`config.mk`:
```
export PLATFORM = sky130hd
export DESIGN_NAME = control_sequencer
export DESIGN_NICKNAME = d
export VERILOG_FILES = /design/src/rtl/armaria_ctrl_pkg.sv /design/src/rtl/cond_eval.sv /design/src/rtl/control_sequencer.sv
export SDC_FILE = /design/constraint.sdc
export NUM_CORES = 1
export LEC_CHECK = 0
export CELL_PAD_IN_SITES_DETAIL_PLACEMENT = 1
export CELL_PAD_IN_SITES_GLOBAL_PLACEMENT = 1
export CORE_MARGIN = 4
export CORE_UTILIZATION = 36
export CTS_CLUSTER_DIAMETER = 150
export DETAILED_ROUTE_END_ITERATION = 6
export PLACE_DENSITY_LB_ADDON = 0.1
export SETUP_SLACK_MARGIN = 0.05
export SLEW_MARGIN = 20
export SYNTH_ARGS = -nofsm -noshare
export SYNTH_HDL_FRONTEND = slang
export SYNTH_SLANG_ARGS = --single-unit
export TNS_END_PERCENT = 20
```
`constraint.sdc`:
```
create_clock -name clock -period 1.7 [get_ports clock]
set_input_delay 0.425 -clock clock [delete_from_list [all_inputs] [get_ports clock]]
set_output_delay 0.425 -clock clock [all_outputs]
set_load 0.01 [all_outputs]
```
`src/rtl/armaria_ctrl_pkg.sv`:
```
// Shared constants for the Armaria control path: instruction IDs, condition codes,
// sequencer state encoding and the ID classifier used by the sequencer.
package armaria_ctrl_pkg;

  localparam int ID_W  = 7;
  localparam int CNT_W = 8;

  localparam logic [ID_W-1:0] ID_ZERO   = 7'd0;
  localparam logic [ID_W-1:0] ID_MEM_LO = 7'd40;
  localparam logic [ID_W-1:0] ID_MEM_HI = 7'd55;
  localparam logic [ID_W-1:0] ID_MEM_X0 = 7'd67;
  localparam logic [ID_W-1:0] ID_MEM_X1 = 7'd68;
  localparam logic [ID_W-1:0] ID_INSW   = 7'd71;
  localparam logic [ID_W-1:0] ID_NOP    = 7'd74;
  localparam logic [ID_W-1:0] ID_HALT   = 7'd75;
  localparam logic [ID_W-1:0] ID_ILL_LO = 7'd76;
  localparam logic [ID_W-1:0] ID_ILL_HI = 7'd99;
  localparam logic [ID_W-1:0] ID_RESET  = 7'd100;

  localparam logic [3:0] COND_EQ = 4'd0;
  localparam logic [3:0] COND_NE = 4'd1;
  localparam logic [3:0] COND_CS = 4'd2;
  localparam logic [3:0] COND_CC = 4'd3;
  localparam logic [3:0] COND_MI = 4'd4;
  localparam logic [3:0] COND_PL = 4'd5;
  localparam logic [3:0] COND_VS = 4'd6;
  localparam logic [3:0] COND_VC = 4'd7;
  localparam logic [3:0] COND_HI = 4'd8;
  localparam logic [3:0] COND_LS = 4'd9;
  localparam logic [3:0] COND_GE = 4'd10;
  localparam logic [3:0] COND_LT = 4'd11;
  localparam logic [3:0] COND_GT = 4'd12;
  localparam logic [3:0] COND_LE = 4'd13;
  localparam logic [3:0] COND_AL = 4'd14;
  localparam logic [3:0] COND_NV = 4'd15;

  typedef enum logic [2:0] {
    ST_RST      = 3'd0,
    ST_FETCH    = 3'd1,
    ST_EXEC     = 3'd2,
    ST_MEM_WAIT = 3'd3,
    ST_IO_WAIT  = 3'd4,
    ST_HALT     = 3'd5
  } seq_state_e;

  typedef enum logic [2:0] {
    CLS_ALU     = 3'd0,
    CLS_MEM     = 3'd1,
    CLS_IO      = 3'd2,
    CLS_HALT    = 3'd3,
    CLS_ILLEGAL = 3'd4
  } id_class_e;

  // ID 100 arriving from the decoder is an ordinary single-cycle instruction.
  function automatic id_class_e classify_id(input logic [ID_W-1:0] id);
    id_class_e cls;
    if (id == ID_ZERO) begin
      cls = CLS_ILLEGAL;
    end else if ((id >= ID_ILL_LO && id <= ID_ILL_HI) || id > ID_RESET) begin
      cls = CLS_ILLEGAL;
    end else if ((id >= ID_MEM_LO && id <= ID_MEM_HI) || id == ID_MEM_X0 || id == ID_MEM_X1) begin
      cls = CLS_MEM;
    end else if (id == ID_INSW) begin
      cls = CLS_IO;
    end else if (id == ID_HALT) begin
      cls = CLS_HALT;
    end else begin
      cls = CLS_ALU;
    end
    return cls;
  endfunction

endpackage

```
`src/rtl/cond_eval.sv`:
```
// ARM condition-code evaluator: cond field plus NZCV flags -> pass. Purely combinational,
// shared between the sequencer and the decoder.
module cond_eval
  import armaria_ctrl_pkg::*;
(
  input  logic [3:0] cond,
  input  logic [3:0] flags,
  output logic       pass
);

  logic n_s;
  logic z_s;
  logic c_s;
  logic v_s;

  assign n_s = flags[3];
  assign z_s = flags[2];
  assign c_s = flags[1];
  assign v_s = flags[0];

  // Condition table lookup
  always_comb begin
    pass = 1'b0;
    case (cond)
      COND_EQ: pass = z_s;
      COND_NE: pass = ~z_s;
      COND_CS: pass = c_s;
      COND_CC: pass = ~c_s;
      COND_MI: pass = n_s;
      COND_PL: pass = ~n_s;
      COND_VS: pass = v_s;
      COND_VC: pass = ~v_s;
      COND_HI: pass = c_s & ~z_s;
      COND_LS: pass = ~c_s | z_s;
      COND_GE: pass = (n_s == v_s);
      COND_LT: pass = (n_s != v_s);
      COND_GT: pass = ~z_s & (n_s == v_s);
      COND_LE: pass = z_s | (n_s != v_s);
      COND_AL: pass = 1'b1;
      COND_NV: pass = 1'b0;
      default: pass = 1'b0;
    endcase
  end

endmodule

```
`src/rtl/control_sequencer.sv`:
```
// FETCH/EXEC sequencer feeding the control core; stretches memory, switch-input and halt
// instructions. Define SEQ_WATCHDOG_EN to add the MEM_WAIT timeout watchdog.
module control_sequencer
  import armaria_ctrl_pkg::*;
#(
  parameter int RESET_CYCLES = 4,
  parameter int MEM_TIMEOUT  = 255
) (
  input  logic            clock,
  input  logic            reset,
  input  logic [ID_W-1:0] decoded_id,
  input  logic [3:0]      cond,
  input  logic [3:0]      flags,
  input  logic            mem_ready,
  input  logic            io_confirm,
  output logic [ID_W-1:0] id_out,
  output logic            take,
  output logic            ir_load,
  output logic            pc_enable,
  output logic            seq_error
);

  localparam logic [CNT_W-1:0] RST_LAST = CNT_W'(RESET_CYCLES - 1);
`ifdef SEQ_WATCHDOG_EN
  localparam logic [CNT_W-1:0] WD_LAST = CNT_W'(MEM_TIMEOUT - 1);
`else
  localparam int mem_timeout_unused = MEM_TIMEOUT;
`endif

  seq_state_e      state_r, state_nxt_s;
  logic [CNT_W-1:0] cnt_r, cnt_nxt_s;
  logic [ID_W-1:0]  id_lat_r, id_lat_nxt_s;
  logic [ID_W-1:0]  id_out_r, id_out_nxt_s;
  logic             take_r, take_nxt_s;
  logic             ir_load_r, ir_load_nxt_s;
  logic             pc_enable_r, pc_enable_nxt_s;
  logic             seq_error_r, seq_error_nxt_s;
  logic             io_prev_r;
  logic             io_edge_s;
  logic             pass_s;

  cond_eval u_cond_eval (
    .cond  (cond),
    .flags (flags),
    .pass  (pass_s)
  );

  assign io_edge_s = io_confirm & ~io_prev_r;

  // Next state and next registered outputs. Outputs always describe the state being
  // entered, so a wait state retires through one EXEC cycle carrying pc_enable.
  always_comb begin
    state_nxt_s     = state_r;
    cnt_nxt_s       = cnt_r;
    id_lat_nxt_s    = id_lat_r;
    id_out_nxt_s    = id_out_r;
    take_nxt_s      = take_r;
    ir_load_nxt_s   = 1'b0;
    pc_enable_nxt_s = 1'b0;
    seq_error_nxt_s = seq_error_r;
    case (state_r)
      ST_RST: begin
        id_out_nxt_s = ID_RESET;
        if (cnt_r == RST_LAST) begin
          state_nxt_s   = ST_FETCH;
          cnt_nxt_s     = {CNT_W{1'b0}};
          ir_load_nxt_s = 1'b1;
          id_out_nxt_s  = ID_NOP;
        end else begin
          cnt_nxt_s = cnt_r + 8'd1;
        end
      end
      ST_FETCH: begin
        state_nxt_s  = ST_EXEC;
        id_lat_nxt_s = decoded_id;
        take_nxt_s   = pass_s;
        case (classify_id(decoded_id))
          CLS_ALU: begin
            id_out_nxt_s    = decoded_id;
            pc_enable_nxt_s = 1'b1;
          end
          CLS_ILLEGAL: begin
            id_out_nxt_s    = ID_NOP;
            pc_enable_nxt_s = 1'b1;
            seq_error_nxt_s = 1'b1;
          end
          default: id_out_nxt_s = decoded_id;
        endcase
      end
      ST_EXEC: begin
        if (pc_enable_r) begin
          state_nxt_s   = ST_FETCH;
          ir_load_nxt_s = 1'b1;
          id_out_nxt_s  = ID_NOP;
        end else begin
          case (classify_id(id_lat_r))
            CLS_MEM: begin
              state_nxt_s = ST_MEM_WAIT;
              cnt_nxt_s   = {CNT_W{1'b0}};
            end
            CLS_IO:   state_nxt_s = ST_IO_WAIT;
            CLS_HALT: state_nxt_s = ST_HALT;
            default: begin
              state_nxt_s   = ST_FETCH;
              ir_load_nxt_s = 1'b1;
              id_out_nxt_s  = ID_NOP;
            end
          endcase
        end
      end
      ST_MEM_WAIT: begin
        if (mem_ready) begin
          state_nxt_s     = ST_EXEC;
          pc_enable_nxt_s = 1'b1;
        end else begin
`ifdef SEQ_WATCHDOG_EN
          if (cnt_r == WD_LAST) begin
            state_nxt_s     = ST_HALT;
            id_out_nxt_s    = ID_HALT;
            seq_error_nxt_s = 1'b1;
          end else begin
            cnt_nxt_s = cnt_r + 8'd1;
          end
`else
          state_nxt_s = ST_MEM_WAIT;
`endif
        end
      end
      ST_IO_WAIT, ST_HALT: begin
        if (io_edge_s) begin
          state_nxt_s     = ST_EXEC;
          pc_enable_nxt_s = 1'b1;
        end else begin
          state_nxt_s = state_r;
        end
      end
      default: begin
        state_nxt_s  = ST_RST;
        cnt_nxt_s    = {CNT_W{1'b0}};
        id_out_nxt_s = ID_RESET;
      end
    endcase
  end

  // State and output registers; reset overrides any instruction in flight
  always_ff @(posedge clock) begin
    if (reset) begin
      state_r     <= ST_RST;
      cnt_r       <= {CNT_W{1'b0}};
      id_lat_r    <= ID_RESET;
      id_out_r    <= ID_RESET;
      take_r      <= 1'b0;
      ir_load_r   <= 1'b0;
      pc_enable_r <= 1'b0;
      seq_error_r <= 1'b0;
      io_prev_r   <= 1'b1;
    end else begin
      state_r     <= state_nxt_s;
      cnt_r       <= cnt_nxt_s;
      id_lat_r    <= id_lat_nxt_s;
      id_out_r    <= id_out_nxt_s;
      take_r      <= take_nxt_s;
      ir_load_r   <= ir_load_nxt_s;
      pc_enable_r <= pc_enable_nxt_s;
      seq_error_r <= seq_error_nxt_s;
      io_prev_r   <= io_confirm;
    end
  end

  assign id_out    = id_out_r;
  assign take      = take_r;
  assign ir_load   = ir_load_r;
  assign pc_enable = pc_enable_r;
  assign seq_error = seq_error_r;

endmodule

```
==> summary by stage, run 1 <==
Clocking
Clock tree synthesis found a total of 30 sinks. The TritonCTS clock tree is yes. The H-tree was split into 2 levels. The tree is rooted in a clkbuf_8. The clock reaches the later pin of the worst-skew pair after 280 ps.

The number of buffers on the longest clock path is 2. Clock tree synthesis inserted a total of 5 buffers. Clock-pin slew was measured on the worst setup and hold paths at 70 ps.

Placed design
The placed instances occupy a cell area of 2650 µm². Detailed placement ended at an HPWL of 4580 µm. The global placement routability congestion is 0.815.

Input and output buffers added on the ports amount to 29.

Critical path
The type of element launching the critical path is a register. The worst-path cell with the longest stage delay is or4_4. STA puts the critical path data arrival time at 2100 ps. The endpoint kind of the worst setup timing path is a register. The signal on the critical path passes through or4_4 > a2111o_1 > buf_4 > nand4_1 > o221ai_1 > o31ai_1. Along the worst path, the maximum fanout reaches 4. The critical path start-end classification is reg2reg. The critical path required time is 1880 ps. The largest incremental delay on the critical path is 560 ps. Across all register-to-register paths, the minimum setup slack is -220 ps.

Power and ir drop
The internal cell power is 0.00176 W. Sequential cells account for 32.9% of the total power. Combinational logic is responsible for 38.3% of the overall power. The leakage power figure is 1.21 nW. Net switching is 31.4% of the power. The maximum resistive drop on vdd is 0.514 mV. Total power for the finished layout comes to 0.00257 W.

For this design the ratio of total power to cell area is 898 nW/µm². The clock network power share is 28.7%. The switching power summed over all nets is 0.000807 W.

Cells and area
Cells fill 59.0% of the core in the end. Of the cells placed in the final design, the portion with a size suffix greater than 1 is 33.4%. The top cell types in the final layout, fill and taps aside, are buf_4 (64), clkdlybuf4s50_1 (25), dfxtp_1 (23). The count of inserted antenna diode cells is 0.

The finished layout cell area is 2860 µm². The most common cell after layout, fill and taps aside is buf_4. The layout-stage area growth over the synthesis result is 55.3%.

For this run, the post-layout net count is 325. After filler insertion, the fill cell instance count of the layout stands at 578.

Outcome
The flow ran to the end, but the final reports show violations. The checks that failed: negative setup slack.

Floorplan
The number of ports placed on the die boundary is 30. The die covers 6320 µm². The height of the die is 79.5 µm. The die is 79.5 µm wide. The initial standard-cell utilization of the core is 38.0%. The standard cell core area is 4850 µm². The number of core rows is 25.

Global routing
The total global-route track usage is 20.8%. The wire length of the first global-routing pass is 10,400 µm. The maximum number of pins on one net before global-route repair is 14. The number of antenna violations at the first check in global routing is 0. For this run the aggregate overflow at the end of global routing stands at 0. The via count of the first global-routing pass is 2,182.

STA
For the pin with the worst max-slew slack, the measured transition is 446 ps. The smallest clock period supported by the final layout is computed as 1920 ps. The number of hold violations in the final report is 0. Setup repair after global routing could not meet its margin everywhere. The tightest hold margin is 477 ps. The relative max-transition margin is 70.1%. In the finished design, the share of the clock period the worst path needs comes to 113%. The clock arrives with 6.76 ps of skew.

Derived from the worst setup path, the maximum achievable clock frequency is 0.522 GHz. The post-route worst setup slack is -216 ps. Setup violations remaining at the end of the flow were counted as 20. The sum of negative setup slack is -2740 ps. The number of max-slew violations in the final report is 0.

Synthesis
The post-synthesis async set-or-reset flop share is 0%. Synthesis instantiated 61 different standard cells from the library. When the netlist entered floorplanning its net count stood at 239. After synthesis, flip-flops and latches occupy 32.6% of the total area. The cell count after synthesis came out at 219.

In the synthesized netlist the dominant register cell turns out to be dfxtp_1. The mean cell area of the mapped netlist is 8.41 µm². The yosys synthesis warning count is 0. The combined area of all synthesized cells is 1840 µm². The number of enable flip-flop cells after synthesis is 0.

The synthesis-stage register bit count is 30.

Route
The mean number of vias per cell is 5.44. The via count is 2,025. The first-pass detailed-route iteration total is 4. The detailed router finished its first iteration with 86 violations. The number of nets with antenna violations after detailed routing is 0. For this run, design rule violations remaining after detail routing come to 0. The per-cell routed wire length is 16.2 µm. The routed wire length is 6010 µm.

Hold path
The type of the worst min-delay path is reg2reg.

Run
The reported max-cap violation count is 0.
==> synthesized netlist by cell type (all sizes together), types with 6 or more instances <==
cell	n	share of area, %
dfxtp	30	33
nand2	22	4.5
a21oi	14	3.8
nor2	14	2.9
clkbuf	12	2.4
o21ai	9	2.4
nand2b	8	2.7
a311oi	7	4.3
nand3b	7	2.9
a31oi	6	2.0
mux2i	6	3.3
nor3	6	1.6
==> worst paths after layout <==
kind	end	startpoint	depth (start not counted)
setup reg to reg	state_r[0]	id_lat_r[6]	6
hold reg to reg	id_out[3]	id_out[3]	2
hold / removal	id_out[3]	id_out[3]	2
setup / recovery	state_r[0]	id_lat_r[6]	6
==> per-stage QoR <==
step                setup WS (ps)  instances
floorplan                    -111        219
global placement             -535        363
detailed placement           -618        363
CTS                          -254        371
global route                 -280        372
finish                       -216        372
==> kinds of logic (layout without fill, tap and decap cells) <==
group	count (synthesis)	count (layout)	synth area share, %
mux	6	6	3.26
buf+inv	19	105	4.42
compound gates	73	73	31.3
flops	30	30	32.6
fa+ha+maj	1	1	0.679
simple gates	85	85	25.3
xor+xnor	5	5	2.38
==> worst max-delay path: cells and delay by family, from the launching register on <==
kind / cells / cell delay (ps)
flops: 1 / 340
simple gates: 2 / 690
buf+inv: 1 / 160
compound gates: 3 / 650
==> state kept, by name, indices dropped and copies added, names as in the netlist <==
signal     flops
take           1
id_lat_r       7
pc_enable      1
seq_error      1
id_out         7
state_r        3
io_prev_r      1
ir_load        1
cnt_r          8
==> power by group through the flow <==
stage          sequential [W]  clock [W]  combinational, W
6_report             0.000845   0.000738          0.000984
3_5_place_dp         0.000853          0          0.000921
3_3_place_gp         0.000848          0          0.000903
5_1_grt              0.000859   0.000787           0.00108
2_1_floorplan        0.000867          0          0.000468
4_1_cts              0.000842   0.000750          0.000955
==> repair_timing <==
item | 4_1_cts | 5_1_grt
endpoints found under the hold margin | 0 | 0
resized for setup | 9 | 14
buffers inserted | 1 | 1
hold buffers | 0 | 0
gates cloned | 0 | 0
pin swaps | 11 | 6
endpoints found under the setup margin | 21 | 25
==> cell type report <==
cell class	count	area (µm²)	area share, %
timing repair buffer	94	801	28.0
tap	67	83.8	2.93
sequential	30	609	21.3
clock inverter	1	30.0	1.05
inverter	4	15.0	0.525
clock buffer	6	82.6	2.89
multi-input combinational	170	1240	43.3
==> metal layers <==
layer | track usage (%) | part of all wire, % | vias to the layer above
li1 | - | - | 1010
met1 | 26.7 | 48 | 962
met5 | 0 | 0 | -
met3 | 3.72 | 3.6 | 7
met2 | 35.4 | 47 | 46
met4 | 6.19 | 1.3 | 0
Note: power is estimated with default switching activity, not from simulation.
==> inputs of run 2 (changes only) <==
CAP_MARGIN = 30   (was unset)
==> summary by stage, run 2 (synthesized netlist as in run 1, its figures left out) <==
Outcome
The run finished, with violations left. The checks that failed: negative setup slack.

Power and ir drop
Per report_power, the clock group accounts for 28.6% of the total. The switching power summed over all nets is 0.000849 W. The sequential fraction of design power is 32.4%. The logic gate share of total power is 39.0%.

The leakage power figure is 1.20 nW. For this design the ratio of total power to cell area is 914 nW/µm². The maximum resistive drop on vdd is 0.385 mV.

The internal power of the cells totals 0.00177 W. Net switching is 32.4% of the power.

Cells and area
The most common cell after layout, fill and taps aside is buf_4. The final cell utilization of the core is 59.1%. In the layout the commonest cells are buf_4 (62), clkdlybuf4s50_1 (26), dfxtp_1 (24). In the final design database the tool counted 325 nets. The register with the most flip-flops in the layout has 8 of them.

After routing the design area is 2870 µm². The layout-stage area growth over the synthesis result is 55.7%. cnt_r holds more flip-flops than any other register. Of the cells placed in the final design, the portion with a size suffix greater than 1 is 33.4%. The number of antenna diodes in the final layout is 0.

Global routing
The most heavily used metal layer in global routing is met2. Summed over all layers, the global routing overflow is 0. Global routing consumed, on the met1 layer, 26.1% of the routing resources. The number of antenna violations at the first check in global routing is 0. Entering global routing, the biggest net connects 14 pins. The met3 demand-to-capacity share in global routing is 4.06%.

Global routing used 35.1% of the available met2 tracks. The first global-routing pass estimated 10,500 µm of wire. Global routing used 20.9% of the available tracks.

The via count of the first global-routing pass is 2,213.

Floorplan
The die width is 79.5 µm. Pin placement for this block handled 30 I/O pins. From bottom edge to top edge, the die measures 79.5 µm. The number of core rows is 25. The initial standard-cell utilization of the core is 38.0%. The standard cell core area is 4850 µm². The die covers 6320 µm².

Critical path
The worst setup path is captured at a register. The worst register-to-register path begins at id_lat_r[6]. Walking the worst path, the cells encountered are or4_4 > a2111o_1 > o211ai_2 > a21boi_4 > a311oi_2. The critical path start-end classification is reg2reg. Data on the critical path arrives at its endpoint at 2170 ps. The biggest fanout along the worst timing path is 7. Setup slack on the worst reg-to-reg path comes out at -270 ps. The logic depth of the worst register-to-register path is 5. For the worst setup path, the data required time is 1900 ps. The capture point of the worst reg-to-reg path is cnt_r[2]. The worst-path cell with the longest stage delay is or4_4. STA classifies the critical path startpoint as a register. The largest incremental delay on the critical path is 560 ps.

Hold path
For hold timing, the worst endpoint is id_out[3]. The type of the worst min-delay path is reg2reg. The worst hold path was traced through 2 stages. The startpoint of the worst hold path is id_out[3].

Route
The DRC violation count after routing is 0. Using the TritonRoute via totals, the vias-per-cell ratio works out to 5.61. Summed over all layers, the routed wires come to 6480 µm. For this run, the detailed router's first-pass iteration total came to 4. The number of nets with antenna violations after detailed routing is 0. The per-cell routed wire length is 17.4 µm. The via count is 2,087. The DRC marker count from the first detailed-route iteration is 107.

Clocking
The H-tree generated during clock tree synthesis spans 2 levels. The library cell used as clock root buffer is clkbuf_8. The TritonCTS clock tree is yes. The number of buffers on the longest clock path is 2.

Clock latency on the worst-skew pair, taken at its later pin, is 280 ps. The number of buffers created by CTS is 5. The number of clock sinks is 30.

Clock-pin slew was measured on the worst setup and hold paths at 70 ps.

STA
The number of max-slew violations in the final report was 0. The post-route worst setup slack is -267 ps. On the final layout, the worst hold slack is 474 ps. The worst pin sits at a relative slew slack of 74.1%. The ratio of final minimum period to clock period is 116%.

Derived from the worst setup path, the maximum achievable clock frequency is 0.509 GHz. The transition time at the pin with the least slew margin is 388 ps. The worst clock skew is 5.72 ps. The number of hold violations in the final report is 0.

The minimum clock period after layout is 1970 ps. Setup repair after global routing could not meet its margin everywhere. The final-report setup violation count is 19.

Run
The reported max-cap violation count is 0.

Placed design
The congestion estimate from routability-driven global placement came to 0.815. The placed wire-length estimate after detailed placement is 4600 µm. The post-placement cell area is 2650 µm². In this run the tool buffered the top-level ports with 29 buffer cells.
## run 2: cell type report
| class | count | area, µm² |
|---|---|---|
| clock buffer | 6 | 82.6 |
| clock inverter | 1 | 30.0 |
| fill | 583 | 1980 |
| inverter | 4 | 15.0 |
| multi-input combinational | 170 | 1250 |
| sequential | 30 | 608 |
| tap | 67 | 83.8 |
| timing repair buffer | 94 | 800 |
## run 2: stage by stage
| stage | power (W) | setup WS, ps | setup TNS (ps) | std cells |
|---|---|---|---|---|
| 2_1_floorplan | 0.00134 | -111 | -772 | 219 |
| 3_3_place_gp | 0.00175 | -535 | -6380 | 363 |
| 3_5_place_dp | 0.00178 | -410 | -5050 | 364 |
| 4_1_cts | 0.00256 | -255 | -2610 | 371 |
| 5_1_grt | 0.00276 | -320 | -4340 | 372 |
| 6_report | 0.00262 | -267 | -3100 | 372 |
## run 2: what timing repair did
item,in CTS,in global routing
gates resized for setup,10,13
endpoints found under the setup margin,21,23
cloned,0,0
hold buffers,0,0
pin swaps,5,9
hold endpoints to repair,0,0
buffers inserted,0,1
## run 2: how the worst max path moves through the flow
| stage | to | from |
|---|---|---|
| 6_report | cnt_r[2] | id_lat_r[6] |
| 5_1_grt | cnt_r[2] | id_lat_r[6] |
| 4_1_cts | cnt_r[2] | id_lat_r[6] |
| 3_5_place_dp | id_out[1] | decoded_id[1] |
| 3_3_place_gp | cnt_r[4] | cnt_r[0] |
| 2_1_floorplan | cnt_r[4] | cnt_r[0] |
## run 2: metal layers
metal / wire (µm) / up-vias
met1: 2930 / 989
met3: 313 / 18
met5: 0 / -
li1: - / 1010
met2: 3050 / 70
met4: 182 / 0
## run 2: critical path: cells and delay by family, from the launching register on
family,cells,cell delay [ps]
AOI/OAI and AO/OA,4,970
DFF,1,340
and+or+nand+nor,1,560
## run 2: power by group through the flow
| stage | clock (W) | combinational [W] | sequential, W |
|---|---|---|---|
| final | 0.000749 | 0.00102 | 0.000850 |
| after global routing | 0.000791 | 0.00110 | 0.000863 |
| after CTS | 0.000755 | 0.000960 | 0.000842 |
| after detailed placement | 0 | 0.000929 | 0.000852 |
| after global placement | 0 | 0.000903 | 0.000848 |
| after floorplan | 0 | 0.000468 | 0.000867 |
==> inputs of run 3 (changes only) <==
CORE_UTILIZATION = 42   (was 36)
DONT_BUFFER_PORTS = 1   (was unset)
PLACE_DENSITY_LB_ADDON = 0.3   (was 0.1)
==> summary by stage, run 3 (synthesized netlist as in run 1, its figures left out) <==
Placed design
At the end of routability-driven placement, the weighted congestion stood at 0.812. The quantity of I/O buffers inserted on ports is 0. The placed wire-length estimate after detailed placement is 4110 µm. The post-placement cell area is 2090 µm².

The worst setup slack after placement is -628 ps.

Route
The DRC marker count from the first detailed-route iteration is 85. The first TritonRoute pass finished after 4 iterations. The routed wire length is 5690 µm. The number of nets with antenna violations after detailed routing is 0.

The routed layout has 1,813 vias. Using the TritonRoute via totals, the vias-per-cell ratio works out to 6.10. The per-cell routed wire length is 19.2 µm. The DRC violation count after routing is 0.

STA
At the pin with the least slew margin, the transition time is 431 ps. The post-route worst setup slack is -222 ps. The number of max-slew violations in the final report came to 0.

The ratio of final minimum period to clock period is 113%. The final-report setup violation count is 17. Setup repair after global routing could not meet its margin everywhere. The number of hold violations in the final report is 0.

The maximum clock rate is 0.520 GHz. The relative max-transition margin is 71.2%. The minimum clock period after layout is 1920 ps.

Clock skew on the completed layout was measured at 7.17 ps. For the final routed database, the setup TNS stands at -2600 ps.

Critical path
The largest single stage delay on the critical path is 560 ps. The critical path data arrival time is 2120 ps. The worst setup path is of the reg2reg kind. The launching element of the worst setup path is id_lat_r[0]. The worst setup path is captured at a register. In this run the worst path has a maximum fanout of 7. STA classifies the critical path startpoint as a register. The worst register-to-register path begins at id_lat_r[0]. The signal on the critical path passes through or4_4 > a2111o_1 > o211ai_2 > a21boi_4 > a311oi_2. The kind of cell with the highest combined delay along the critical path is compound AO/OA/AOI/OAI gates.

The critical path required time is 1900 ps. The worst-path cell with the longest stage delay is or4_4. The critical path contains buffers and inverters numbering 0 combined.

Hold path
The type of the worst min-delay path is in2reg. In this run the most critical hold path is launched from reset.

Floorplan
For this configuration, the core starts out at a cell density of 44.8%. The die covers 5510 µm². Measured along the x axis, the die boundary spans 74.2 µm. The floorplan has 23 rows. 30 I/O pins were placed. The height of the die is 74.2 µm. The standard cell core area is 4120 µm².

Global routing
Entering global routing, the biggest net connects 38 pins. After global routing the overflow that remains totals 0. The number of antenna violations at the first check in global routing is 0. The via count of the first global-routing pass is 1,940. The total global-route track usage is 22.0%. Global routing used 26.4% of the available met1 tracks. The met3 demand-to-capacity share in global routing is 6.49%.

The first global-routing pass estimated 9430 µm of wire. In this run the most used layer during global routing was met2. The met2 usage is 37.5%.

Cells and area
Leaving out fill and tap cells, the most frequent cells in the layout are buf_4 (34), dfxtp_1 (26), nand2_1 (22). The share of layout cells above drive strength 1 is 27.1%. The finished layout cell area is 2270 µm².

Leaving out fill and tap cells, the most frequent cell in the layout is buf_4. The number of nets at the end of the flow is 266. The register with the most flip-flops in the layout has 8 of them. The multi-input combinational cells in the finished layout cover a total of 1220 µm².

The area taken by flip-flops and latches is 608 µm². Compared with the post-synthesis result, the final layout area differs by 23.0%. 0 antenna diodes ended up in the layout.

The register with the most flip-flops in the final layout is cnt_r. The layout has 496 filler cells.

Power and ir drop
The switching power summed over all nets is 0.000775 W. For this design the static power due to leakage is 0.888 nW. The fraction of power spent switching nets is 34.7%. The worst-case IR drop observed on VDD is 0.470 mV. Power spread over the standard cell area amounts to 986 nW/µm². In this run, the combinational gates consume 33.5% of the power. The internal cell power is 0.00146 W. The clock network is responsible for 27.6% of the overall power. In this run, flip-flops and latches consume 38.9% of the power.

Run
Across the run, the number of max-cap violations was 0.

Clocking
The TritonCTS clock tree is yes. Hold repair after CTS inserted 0 buffers. The number of clock sinks is 30.

After clock tree synthesis, the clock-pin slew on the worst setup and hold paths is 70 ps. The worst-skew pair later-pin latency is 290 ps. The clock tree synthesis step divided the H-tree into 2 levels. The library cell used as clock root buffer is clkbuf_8.

In this run, CTS created clock tree buffers numbering 5. The number of buffers on the longest clock path is 2.

Outcome
The flow ran to the end, but the final reports show violations. The checks that failed: negative setup slack.
run 3: cell count changes in the layout (fill, tap and decap cells not counted), moves of 2 or more:
cell	change
buf_4	-28
clkdlybuf4s50_1	-26
dfxtp_2	-3
dlymetal6s2s_1	-3
dfxtp_1	+2
run 3: power groups by stage:
| stage | combinational, W | sequential (W) | clock, W |
|---|---|---|---|
| after global placement | 0.000651 | 0.000871 | 0 |
| after CTS | 0.000714 | 0.000866 | 0.000621 |
| after global routing | 0.000819 | 0.000883 | 0.000655 |
| after floorplan | 0.000468 | 0.000867 | 0 |
| after detailed placement | 0.000689 | 0.000879 | 0 |
| final | 0.000748 | 0.000870 | 0.000617 |
run 3: final timing paths:
check / to / slack, ps / cells after the start
hold reg to reg: id_lat_r[0] / 510 / 2
setup / recovery: cnt_r[4] / -220 / 5
hold / removal: id_lat_r[1] / 200 / 1
setup reg to reg: cnt_r[4] / -220 / 5
run 3: area by class of cell:
class / count / area share, %
Clock buffer: 6 / 3.64
Clock inverter: 2 / 0.552
Tap cell: 50 / 2.76
Multi-Input combinational cell: 170 / 53.8
Sequential cell: 30 / 26.8
Timing Repair Buffer: 35 / 11.8
Inverter: 4 / 0.663
run 3: timing repair:
item | CTS | global route
buffers inserted | 1 | 2
pin swaps | 10 | 5
endpoints found under the setup margin | 19 | 20
resized for setup | 7 | 6
gates cloned | 0 | 0
run 3: per-stage QoR:
step | power (W) | cells | hold WS (ps) | util, %
floorplan | 0.00134 | 219 | 467 | -
global placement | 0.00152 | 286 | 493 | 50.8
detailed placement | 0.00157 | 286 | 495 | 50.8
CTS | 0.00220 | 295 | 194 | 54.1
global route | 0.00236 | 297 | 193 | 55.1
finish | 0.00223 | 297 | 199 | 55.1
run 3: per-layer routing:
metal	part of all wire, %	routed length, µm	up-vias
met5	0	0	-
met2	49	2800	45
li1	-	-	885
met4	1.0	59	0
met3	6.1	347	6
met1	44	2480	877
